===== config.mk =====
export PLATFORM = sky130hd
export DESIGN_NAME = if_fetch_unit
export DESIGN_NICKNAME = d
export VERILOG_FILES = /design/src/rtl/cpu_pkg.sv /design/src/rtl/fetch_fifo.sv /design/src/rtl/if_fetch_unit.sv
export SDC_FILE = /design/constraint.sdc
export NUM_CORES = 1
export LEC_CHECK = 0
export ABC_AREA = 1
export CAP_MARGIN = 20
export CORE_ASPECT_RATIO = 0.7
export CORE_MARGIN = 3
export CORE_UTILIZATION = 60
export DETAILED_ROUTE_END_ITERATION = 16
export GPL_TIMING_DRIVEN = 1
export PLACE_DENSITY_LB_ADDON = 0.3
export RECOVER_POWER = 50
export SYNTH_ARGS = -nofsm -noshare
export SYNTH_HDL_FRONTEND = slang
export SYNTH_SLANG_ARGS = --single-unit

===== constraint.sdc =====
create_clock -name clk -period 13.6 [get_ports clk]
set_input_delay 2.72 -clock clk [delete_from_list [all_inputs] [get_ports clk]]
set_output_delay 2.72 -clock clk [all_outputs]
set_load 0.01 [all_outputs]

===== src/rtl/cpu_pkg.sv =====
// Shared core types and constants for the MIPS front end.
package cpu_pkg;
  localparam int XLEN    = 32;
  localparam int INSTR_W = 32;
  localparam logic [XLEN-1:0]    PC_INC = 32'd4;
  localparam logic [INSTR_W-1:0] NOP    = 32'h0000_0000;

  typedef struct packed {
    logic [XLEN-1:0]    pc;
    logic [INSTR_W-1:0] instr;
  } fetch_entry_t;

  function automatic logic [XLEN-1:0] word_align(input logic [XLEN-1:0] a);
    return {a[XLEN-1:2], 2'b00};
  endfunction
endpackage


===== src/rtl/fetch_fifo.sv =====
// Synchronous prefetch FIFO of {pc, instr}; flush empties it in one edge.
module fetch_fifo
  import cpu_pkg::*;
#(
  parameter int DEPTH = 4,
  localparam int AW = $clog2(DEPTH)
) (
  input  logic         clk_i,
  input  logic         reset_i,
  input  logic         flush_i,
  input  logic         push_i,
  input  fetch_entry_t wdata_i,
  input  logic         pop_i,
  output fetch_entry_t rdata_o,
  output logic         empty_o,
  output logic [AW:0]  count_o
);
  fetch_entry_t  mem_q [DEPTH];
  logic [AW-1:0] wptr_q, rptr_q;
  logic [AW:0]   cnt_q;

  always_ff @(posedge clk_i) begin
    if (reset_i || flush_i) begin
      wptr_q <= '0;
      rptr_q <= '0;
      cnt_q  <= '0;
    end else begin
      if (push_i) wptr_q <= wptr_q + AW'(1);
      if (pop_i)  rptr_q <= rptr_q + AW'(1);
      case ({push_i, pop_i})
        2'b10:   cnt_q <= cnt_q + (AW+1)'(1);
        2'b01:   cnt_q <= cnt_q - (AW+1)'(1);
        default: cnt_q <= cnt_q;
      endcase
    end
  end

  // Storage needs no reset: only entries below cnt_q are ever observed.
  always_ff @(posedge clk_i) begin
    if (push_i && !flush_i) mem_q[wptr_q] <= wdata_i;
  end

  assign rdata_o = mem_q[rptr_q];
  assign empty_o = (cnt_q == '0);
  assign count_o = cnt_q;
endmodule


===== src/rtl/if_fetch_unit.sv =====
// Instruction fetch front end with prefetch FIFO and counter-based redirect discard.
// Optional FETCH_BYPASS_EN: responses reach decode combinationally when the FIFO is empty.
module if_fetch_unit
  import cpu_pkg::*;
#(
  parameter logic [31:0] RESET_PC   = 32'h0000_0000,
  parameter int          FIFO_DEPTH = 4
) (
  input  logic        clk,
  input  logic        reset,
  output logic        imem_req,
  output logic [31:0] imem_addr,
  input  logic        imem_gnt,
  input  logic        imem_rvalid,
  input  logic [31:0] imem_rdata,
  input  logic        redirect_valid,
  input  logic [31:0] redirect_pc,
  input  logic        id_ready,
  output logic        if_valid,
  output logic [31:0] if_pc,
  output logic [31:0] if_instr
);
  localparam int CW = $clog2(FIFO_DEPTH) + 1;
  localparam logic [CW:0] DEPTH_W = (CW+1)'(FIFO_DEPTH);

  logic [XLEN-1:0] fetch_pc_q, fetch_pc_d, resp_pc_q, resp_pc_d;
  logic [CW-1:0]   inflight_q, inflight_d, discard_q, discard_d;
  logic [CW-1:0]   fifo_cnt;
  logic [CW:0]     occ;
  logic            fifo_empty, issue, resp_keep, push, pop;
  fetch_entry_t    head, resp_entry, out_entry;

  // Requests granted but not yet returned plus buffered entries never exceed
  // the FIFO depth, so every kept response has a free slot.
  assign occ       = {1'b0, inflight_q} + {1'b0, fifo_cnt};
  assign imem_req  = !reset && !redirect_valid && (occ < DEPTH_W);
  assign imem_addr = fetch_pc_q;
  assign issue     = imem_req && imem_gnt;
  assign resp_keep = imem_rvalid && (discard_q == '0) && !redirect_valid;
  assign resp_entry = '{pc: resp_pc_q, instr: imem_rdata};
  assign pop       = !fifo_empty && id_ready && !redirect_valid;

`ifdef FETCH_BYPASS_EN
  logic byp;
  assign byp       = fifo_empty && resp_keep && !reset;
  assign push      = resp_keep && !(byp && id_ready);
  assign if_valid  = !fifo_empty || byp;
  assign out_entry = fifo_empty ? resp_entry : head;
`else
  assign push      = resp_keep;
  assign if_valid  = !fifo_empty;
  assign out_entry = head;
`endif

  assign if_pc    = if_valid ? out_entry.pc    : '0;
  assign if_instr = if_valid ? out_entry.instr : NOP;

  always_comb begin
    inflight_d = inflight_q;
    discard_d  = discard_q;
    fetch_pc_d = fetch_pc_q;
    resp_pc_d  = resp_pc_q;
    if (issue)       inflight_d = inflight_d + CW'(1);
    if (imem_rvalid) inflight_d = inflight_d - CW'(1);
    if (redirect_valid) begin
      // Everything still outstanding belongs to the old path.
      discard_d  = inflight_d;
      fetch_pc_d = word_align(redirect_pc);
      resp_pc_d  = word_align(redirect_pc);
    end else begin
      if (imem_rvalid && discard_q != '0) discard_d = discard_q - CW'(1);
      if (issue)     fetch_pc_d = fetch_pc_q + PC_INC;
      if (resp_keep) resp_pc_d  = resp_pc_q + PC_INC;
    end
  end

  always_ff @(posedge clk) begin
    if (reset) begin
      fetch_pc_q <= RESET_PC;
      resp_pc_q  <= RESET_PC;
      inflight_q <= '0;
      discard_q  <= '0;
    end else begin
      fetch_pc_q <= fetch_pc_d;
      resp_pc_q  <= resp_pc_d;
      inflight_q <= inflight_d;
      discard_q  <= discard_d;
    end
  end

  fetch_fifo #(.DEPTH(FIFO_DEPTH)) u_fifo (
    .clk_i   (clk),
    .reset_i (reset),
    .flush_i (redirect_valid),
    .push_i  (push),
    .wdata_i (resp_entry),
    .pop_i   (pop),
    .rdata_o (head),
    .empty_o (fifo_empty),
    .count_o (fifo_cnt)
  );
endmodule

# == Word-level counts from Yosys, hierarchy flattened ==
# Memories as Yosys holds them, arrays and structs flattened. A register that Yosys moved wholly into a read port is not among the register bits.
# Cells that the tools add are included.
# op_classes
eq_ne,2
n_lt_le_gt_ge,1
n_reduce_logical,21
n_addsub,10
n_mux,15
# op_table
op,n
2-to-1 mux 32 bit,6
"adder 32 x 3 -> 32 bit, second input constant",2
2-to-1 mux 3 bit,4
logical AND 1 bit,9
"subtractor 3 x 1 -> 3 bit, second input constant",3
nonzero test 2 bit,4
"adder 3 x 1 -> 3 bit, second input constant",2
zero test 3 bit,2
case mux 3 bit (2 select lines),1
"adder 2 x 1 -> 2 bit, second input constant",2
adder 3 x 3 -> 4 bit,1
"< comparator 4 x 3 -> 1 bit, second input constant",1
2-to-1 mux 2 bit,2
zero test 1 bit,3
nonzero test 3 bit,1
"== test 2 x 1 -> 1 bit, second input constant",1
"== test 2 bit, second input constant",1
2-to-1 mux 1 bit,2
OR reduction 2 bit,1
logical OR 1 bit,1
# word_totals
elab_cells,59
inputBits,70
memories,1
regBits,77
ram_bits,256
output_inout_bits,98
# memory_table
name,depth,word_bits,read_ports,rd_ports_with_merged_regs,write_ports,line,source
u_fifo.mem_q,4,64,1,1,1,fetch_fifo.sv:18,fetch_entry_t mem_q [DEPTH];

# == Depth between registers and ports, before layout ==
# Gate-level depths: netlist of the first run.
# logic_depth
depth_word,8
depth_mapped,15
ltp_nobuf,15

# == Cells and area by module ==
# Synthesis of the first run repeated with hierarchy kept, for this count alone.
# hier_totals
cells_unflattened,1575
hier_area_um2,15133.3
# by_module_without_submodules
module,area_per_inst_um2,n_inst,seq_area_each_um2,cells_each
fetch_fifo,9947.0,1,7867.5,679
if_fetch_unit,5186.2,1,1321.3,896

# == Worst setup path after synthesis of the first run ==
# No wires, ideal clock.
# synth_timing
kind,in2reg
from,in imem_rvalid
to,"mem u_fifo.mem_q[0][0] (netlist bit), enable pin"
slack_ns,7.266
required_ns,13.118
cell_stages,6
n_path_buf,0
t_arrival_ns,5.852
cell_sequence,inv_2 -> nor3_4 -> inv_2 -> nor2_8 -> inv_2 -> nor2_1
# synth_between
elab_chain_len,5
# synth_rtl
element,line,source
"start, declared",if_fetch_unit.sv:14,"input logic imem_rvalid,"
logical AND 1 bit (2 in a row),if_fetch_unit.sv:39,assign resp_keep = imem_rvalid && (discard_q == '0) && !redirect_valid;
logical AND 1 bit,fetch_fifo.sv:40,if (push_i && !flush_i) mem_q[wptr_q] <= wdata_i;
2-to-1 mux 1 bit,fetch_fifo.sv:40,
2-to-1 mux 1 bit (implied by the code),fetch_fifo.sv:40,
"end, declared",fetch_fifo.sv:18,
# Every way passes these cells.

# == Worst setup path in the final report of the first run ==
# layout_timing
from,in redirect_valid
to,out imem_req
# layout_between
elab_chain_len,3
# layout_rtl
element,line,source
"start, declared",if_fetch_unit.sv:16,"input logic redirect_valid,"
zero test 1 bit,if_fetch_unit.sv:36,assign imem_req = !reset && !redirect_valid && (occ < DEPTH_W);
logical AND 1 bit (2 in a row),if_fetch_unit.sv:36,
"end, declared",if_fetch_unit.sv:11,"output logic imem_req,"
# Every way passes these cells.

==> results of run 1 <==
-- cell families after synthesis --
group           after synthesis  synth area share
other cells                   1          0.000257
simple gates                695             0.195
fa+ha+maj                    14            0.0125
compound gates              320             0.115
flops                       323             0.613
buf+inv                     174            0.0511
xor+xnor                     22            0.0132
-- stage by stage --
step / area (um2) / util / total power [mW]
finish: 17200 / 0.723 / 2.06
CTS: 17300 / 0.726 / 2.07
detailed placement: 16400 / 0.689 / 1.31
global route: 17200 / 0.723 / 2.12
floorplan: 14600 / - / 1.23
global placement: 16400 / 0.689 / 1.30
-- cell type report --
type,count,area (um2),share of cell area
inverters,102,383,0.0223
repair buffers,171,1680,0.0975
well taps,318,398,0.0231
clock buffers,30,729,0.0424
multi-input cells,1055,4890,0.285
clock inverters,21,154,0.00895
flip-flops and latches,323,8950,0.521
-- sequential cells by signal, indices dropped and copies added, names as in the netlist, named ones only --
name and cells:
discard_q 3, imem_addr 30, inflight_q 3, resp_pc_q 30
u_fifo.count_o 3, u_fifo.mem_q 248, u_fifo.rptr_q 2, u_fifo.wptr_q 2
-- layout by cell type, fill, tap and decap left out, drive strengths merged, types with 2 or more instances in the layout --
cell / count
a21oi: 121
clkdlybuf4s50: 96
o211ai: 5
clkinvlp: 3
edfxtp: 248
or2: 3
buf: 11
clkbuf: 31
nor2: 367
xor2: 17
nand3: 46
ha: 13
bufinv: 2
dlygate4sd3: 63
xnor2: 5
o21ai: 179
nor3: 21
a31oi: 13
clkinv: 15
nand4: 6
dfxtp: 75
nand2: 249
conb: 4
inv: 103
-- critical path: stages --
cell,delay (ns)
clkbuf_1,1.34
nor2_1,0.59
nand2_4,0.16
nor2_1,0.10
clkdlybuf4s50_1,0.49
-- power by group through the flow --
stage / Sequential, mW / Clock, mW / Combinational [mW]
final: 1.12 / 0.775 / 0.160
after global routing: 1.12 / 0.816 / 0.177
after CTS: 1.12 / 0.784 / 0.167
after detailed placement: 1.14 / 0 / 0.165
after global placement: 1.14 / 0 / 0.159
after floorplan: 1.14 / 0 / 0.0953
-- metal layers --
metal  vias to the layer above  global-route usage  wire length (um)
li1                       5473                   -                 -
met1                      5423               0.399             15700
met2                       588               0.427             16900
met3                        52              0.0609              3750
met4                         0              0.0477               483
met5                         -                   0                 0
-- path summary, 6_finish.rpt --
path,start,end,slack [ns],cells past startpoint
setup / recovery,redirect_valid,imem_req,5.47,5
hold reg to reg,u_fifo.rptr_q[1],register,0.46,2
setup reg to reg,discard_q[0],u_fifo.mem_q[2][53],9.34,9
hold / removal,u_fifo.rptr_q[1],register,0.46,2
==> results.cfg, run 1 <==
[critical_path]
worstSetupEndpointType = output pin
worstSetupPathType = input port to output pin
start_kind = input port
worst_ep_arrival_time_ns = 5.41
crit_fanout = 43
required_ns = 10.88

[routing]
dr_total_vias = 11536
drc = 0
via_per_inst = 5.71
wl_per_cell_um = 18.2
routed_wl_um = 36800
route.antenna.remaining_nets = 0
drtIter0Drc = 1222
first_pass_iters = 6

[place]
port_buffers = 161
detailed_place_hpwl_um = 22700
pre_cts_slack_ns = 6.63
place_inst = 1969
place_congestion = 0.963

[global_routing]
grt_max_degree = 89
grt_antenna_before_repair = 0
gr-total-overflow = 0
grt_usage = 0.272
grt_pass1_vias = 10615
grt_pass1_wl_um = 56600

[die]
design.core.area_um2 = 23800
dieArea_um2 = 26300
io_pins = 168
start_util = 0.615
die_w_um = 192
die_h_um = 137
placementRows = 47

[clock_network]
htree_levels = 1
post_cts_buffers = 0
cts_hold_buf = 0
path_clk_slew_ns = 0.06
insertion_delay_ns = 0.54
tritoncts = yes
cts_root_buf = clkbuf_16
cts-resized-gates = 0
clock-sinks = 323
cts_buffer_depth = 3
cts_buffers = 29

[pwr]
power_per_cell_area_nw_per_um2 = 120
swShare = 0.231
pwr-share-clk = 0.377
vdd_ir_drop_max_mv = 0.0996
power.static_leakage_nw = 6.18
power.internal_mw = 1.58
p_seq_frac = 0.545
comb_power_share = 0.078
switchingPower_mw = 0.474

[sta]
fmax_ghz = 0.123
final_max_slew_viol_count = 44
final.min_clock_period_ns = 8.13
hold_violations = 0
setup_violations = 0
fin_skew_ns = 0.0115
rsz0062_at_grt = false
relSlewSlack = -0.268
tns_ns = 0
holdWs_ns = 0.465
period_share = 0.598
fin_ws_ns = 5.47
worst_pin_slew_ns = 1.90

[synth]
yosysSeqAreaShare = 0.613
syn_area_um2 = 14600
synth.top_cells.by_area = edfxtp_1 (51%), dfxtp_1 (10%), nor2_1 (9.1%), nand2_1 (6.3%), o21ai_0 (5.5%)
synth_top_area_cell = edfxtp_1
yosysMostFrequentCell = nor2_1
synthTopCellsByCount = nor2_1 (353), edfxtp_1 (248), nand2_1 (245)
synth_ff_type = edfxtp_1
yosysUniqueCellTypes = 41
synthArstFlopShare = 0
synth_edf_count = 248
netlist.area_leader.share = 0.510
synth-seq-cells = 323
yosysWarningCount = 0
synthCells = 1549
syn_avg_cell_area_um2 = 9.43

[run_status]
status = finished, violations left
violations = capacitance limit, slew limit

[cells_and_area]
drive_gt1_frac = 0.0541
nets = 1766
synthToLayoutAreaGrowth_pct = 17.7
antennaDiodeCount = 0
fillers = 1726
instances_no_fill = 2020

[flow_run]
maxCapViolCount = 1

[min_path]
min_path_type = register to register
Power figures use the tool's default switching activity.
==> run 2, diff against run 1 <==
- CORE_UTILIZATION: 60 -> 56
- clock period: 13.6 -> 8.2 ns (I/O delays scaled with it)
==> run 2 against run 1 <==
Net effect: the flow still finishes with violations (capacitance limit, slew limit); sequential cell count unchanged; worst hold slack gained 0.016 ns; via count decreased by 0.18%; clock skew about the same; clock-buffer cell count grew 14; cell count grew 0.69%; sequential share of layout area down 0.66 points; critical path type is now input port to register; largest cell class unchanged; highest routed layer unchanged.
==> results.cfg, run 2 (synthesis gave the netlist of run 1 again) <==
[sta]
final_max_slew_viol_count = 61
rsz0062_at_grt = false
setup_violations = 0
tns_ns = 0
relSlewSlack = -0.297
period_share = 0.755
hold_violations = 0
fin_skew_ns = 0.0110
worst_pin_slew_ns = 1.95
fmax_ghz = 0.162
final.min_clock_period_ns = 6.19

[clock_network]
cts_buffers = 31
insertion_delay_ns = 0.56
cts_buffer_depth = 3
htree_levels = 1
clock-sinks = 323
cts_root_buf = clkbuf_16
cts-resized-gates = 0
cts_hold_buf = 0
post_cts_buffers = 0
path_clk_slew_ns = 0.06
tritoncts = yes

[critical_path]
crit_slowest_cell = nor2_1
worstSetupPathType = input port to register
crit_fanout = 47
required_ns = 8.39
start_kind = input port
worst_ep_arrival_time_ns = 6.38
worstSetupEndpointType = register
cp_cell_sequence = dlygate4sd3_1 -> inv_1 -> nor3_1 -> inv_2 -> nor2_1 -> inv_2 -> nor2_1 -> buf_4
critPathMaxStageDelay_ns = 1.27

[pwr]
report.power.total_mw = 3.63
power_per_cell_area_nw_per_um2 = 208
vdd_ir_drop_max_mv = 0.179
power.static_leakage_nw = 6.29

[cells_and_area]
largest_register_ffs = 248
top_register = u_fifo.mem_q
drive_gt1_frac = 0.0609
synthToLayoutAreaGrowth_pct = 19.2
nets = 1768
antennaDiodeCount = 0
layout_commonest_cell = nor2_1
final_cell_mix = nor2_1 (353), edfxtp_1 (248), nand2_1 (247)

[routing]
drtIter0Drc = 1146
route.antenna.remaining_nets = 0
dr_total_vias = 11515
routed_wl_um = 36700
first_pass_iters = 5
drc = 0
wl_per_cell_um = 18.0
via_per_inst = 5.66

[place]
place_congestion = 1.01
port_buffers = 161
detailed_place_hpwl_um = 22800

[die]
dieArea_um2 = 28100
die_w_um = 199
start_util = 0.580
io_pins = 168
placementRows = 48
design.core.area_um2 = 25200
die_h_um = 141

[global_routing]
grt_antenna_before_repair = 0
grt_usage = 0.258
grt_max_degree = 111
grt_pass1_wl_um = 57600
grt_pass1_vias = 10736
gr-total-overflow = 0

[min_path]
min_path_type = register to register

[run_status]
status = finished, violations left
violations = capacitance limit, slew limit

[flow_run]
maxCapViolCount = 2
## run 2: cell count changes in the layout (fill, tap and decap cells not counted), moves of 2 or more
cell	delta
bufinv_16	+2
clkbuf_1	+4
clkbuf_16	+2
clkbuf_8	+8
clkinv_1	-9
clkinv_4	+2
## run 2: worst max-delay path, delay by kind of cell
| kind | cells | cell delay, ns |
|---|---|---|
| simple gates | 3 | 2.72 |
| buf+inv | 5 | 1.97 |
## run 2: cell type report
| cell class | count | area (um2) |
|---|---|---|
| Sequential cell | 323 | 8950 |
| Fill cell | 1904 | 7760 |
| Multi-Input combinational cell | 1055 | 4890 |
| Timing Repair Buffer | 171 | 1680 |
| Clock buffer | 44 | 905 |
| Tap cell | 325 | 407 |
| Inverter | 102 | 383 |
| Clock inverter | 14 | 196 |
## run 2: power breakdown
group / switching (mW) / internal (mW) / total, mW
clock network: 0.604 / 0.897 / 1.50
registers: 0.0472 / 1.81 / 1.86
logic: 0.161 / 0.104 / 0.266
total: 0.813 / 2.82 / 3.63
## run 2: metal layers
layer,track usage,wire length [um],share of wire,up-vias
met3,0.0475,3420,0.093,74
met4,0.0480,711,0.019,0
met2,0.406,16500,0.45,545
met1,0.383,16100,0.44,5418
met5,0,0,0,-
li1,-,-,-,5478
## run 2: path summary, 6_finish.rpt
check / from / cells past startpoint / end / slack (ns)
worst max-delay path: imem_rvalid / 8 / u_fifo.mem_q[0][58] / 2.01
worst min-delay path: u_fifo.rptr_q[1] / 2 / register / 0.48
worst max register to register: discard_q[0] / 9 / u_fifo.mem_q[0][58] / 3.30
worst min register to register: u_fifo.rptr_q[1] / 2 / register / 0.48
## run 2: through the flow
step            util  worst slack (ns)  hold slack [ns]  std cells  instance area, um2
2_1_floorplan      -              2.95            0.441       1552               14600
3_3_place_gp   0.651              3.40            0.453       1976               16400
3_5_place_dp   0.651              3.39            0.469       1976               16400
4_1_cts        0.695              3.22            0.481       2034               17500
5_1_grt        0.692              1.63            0.493       2034               17400
6_report       0.692              2.01            0.481       2034               17400
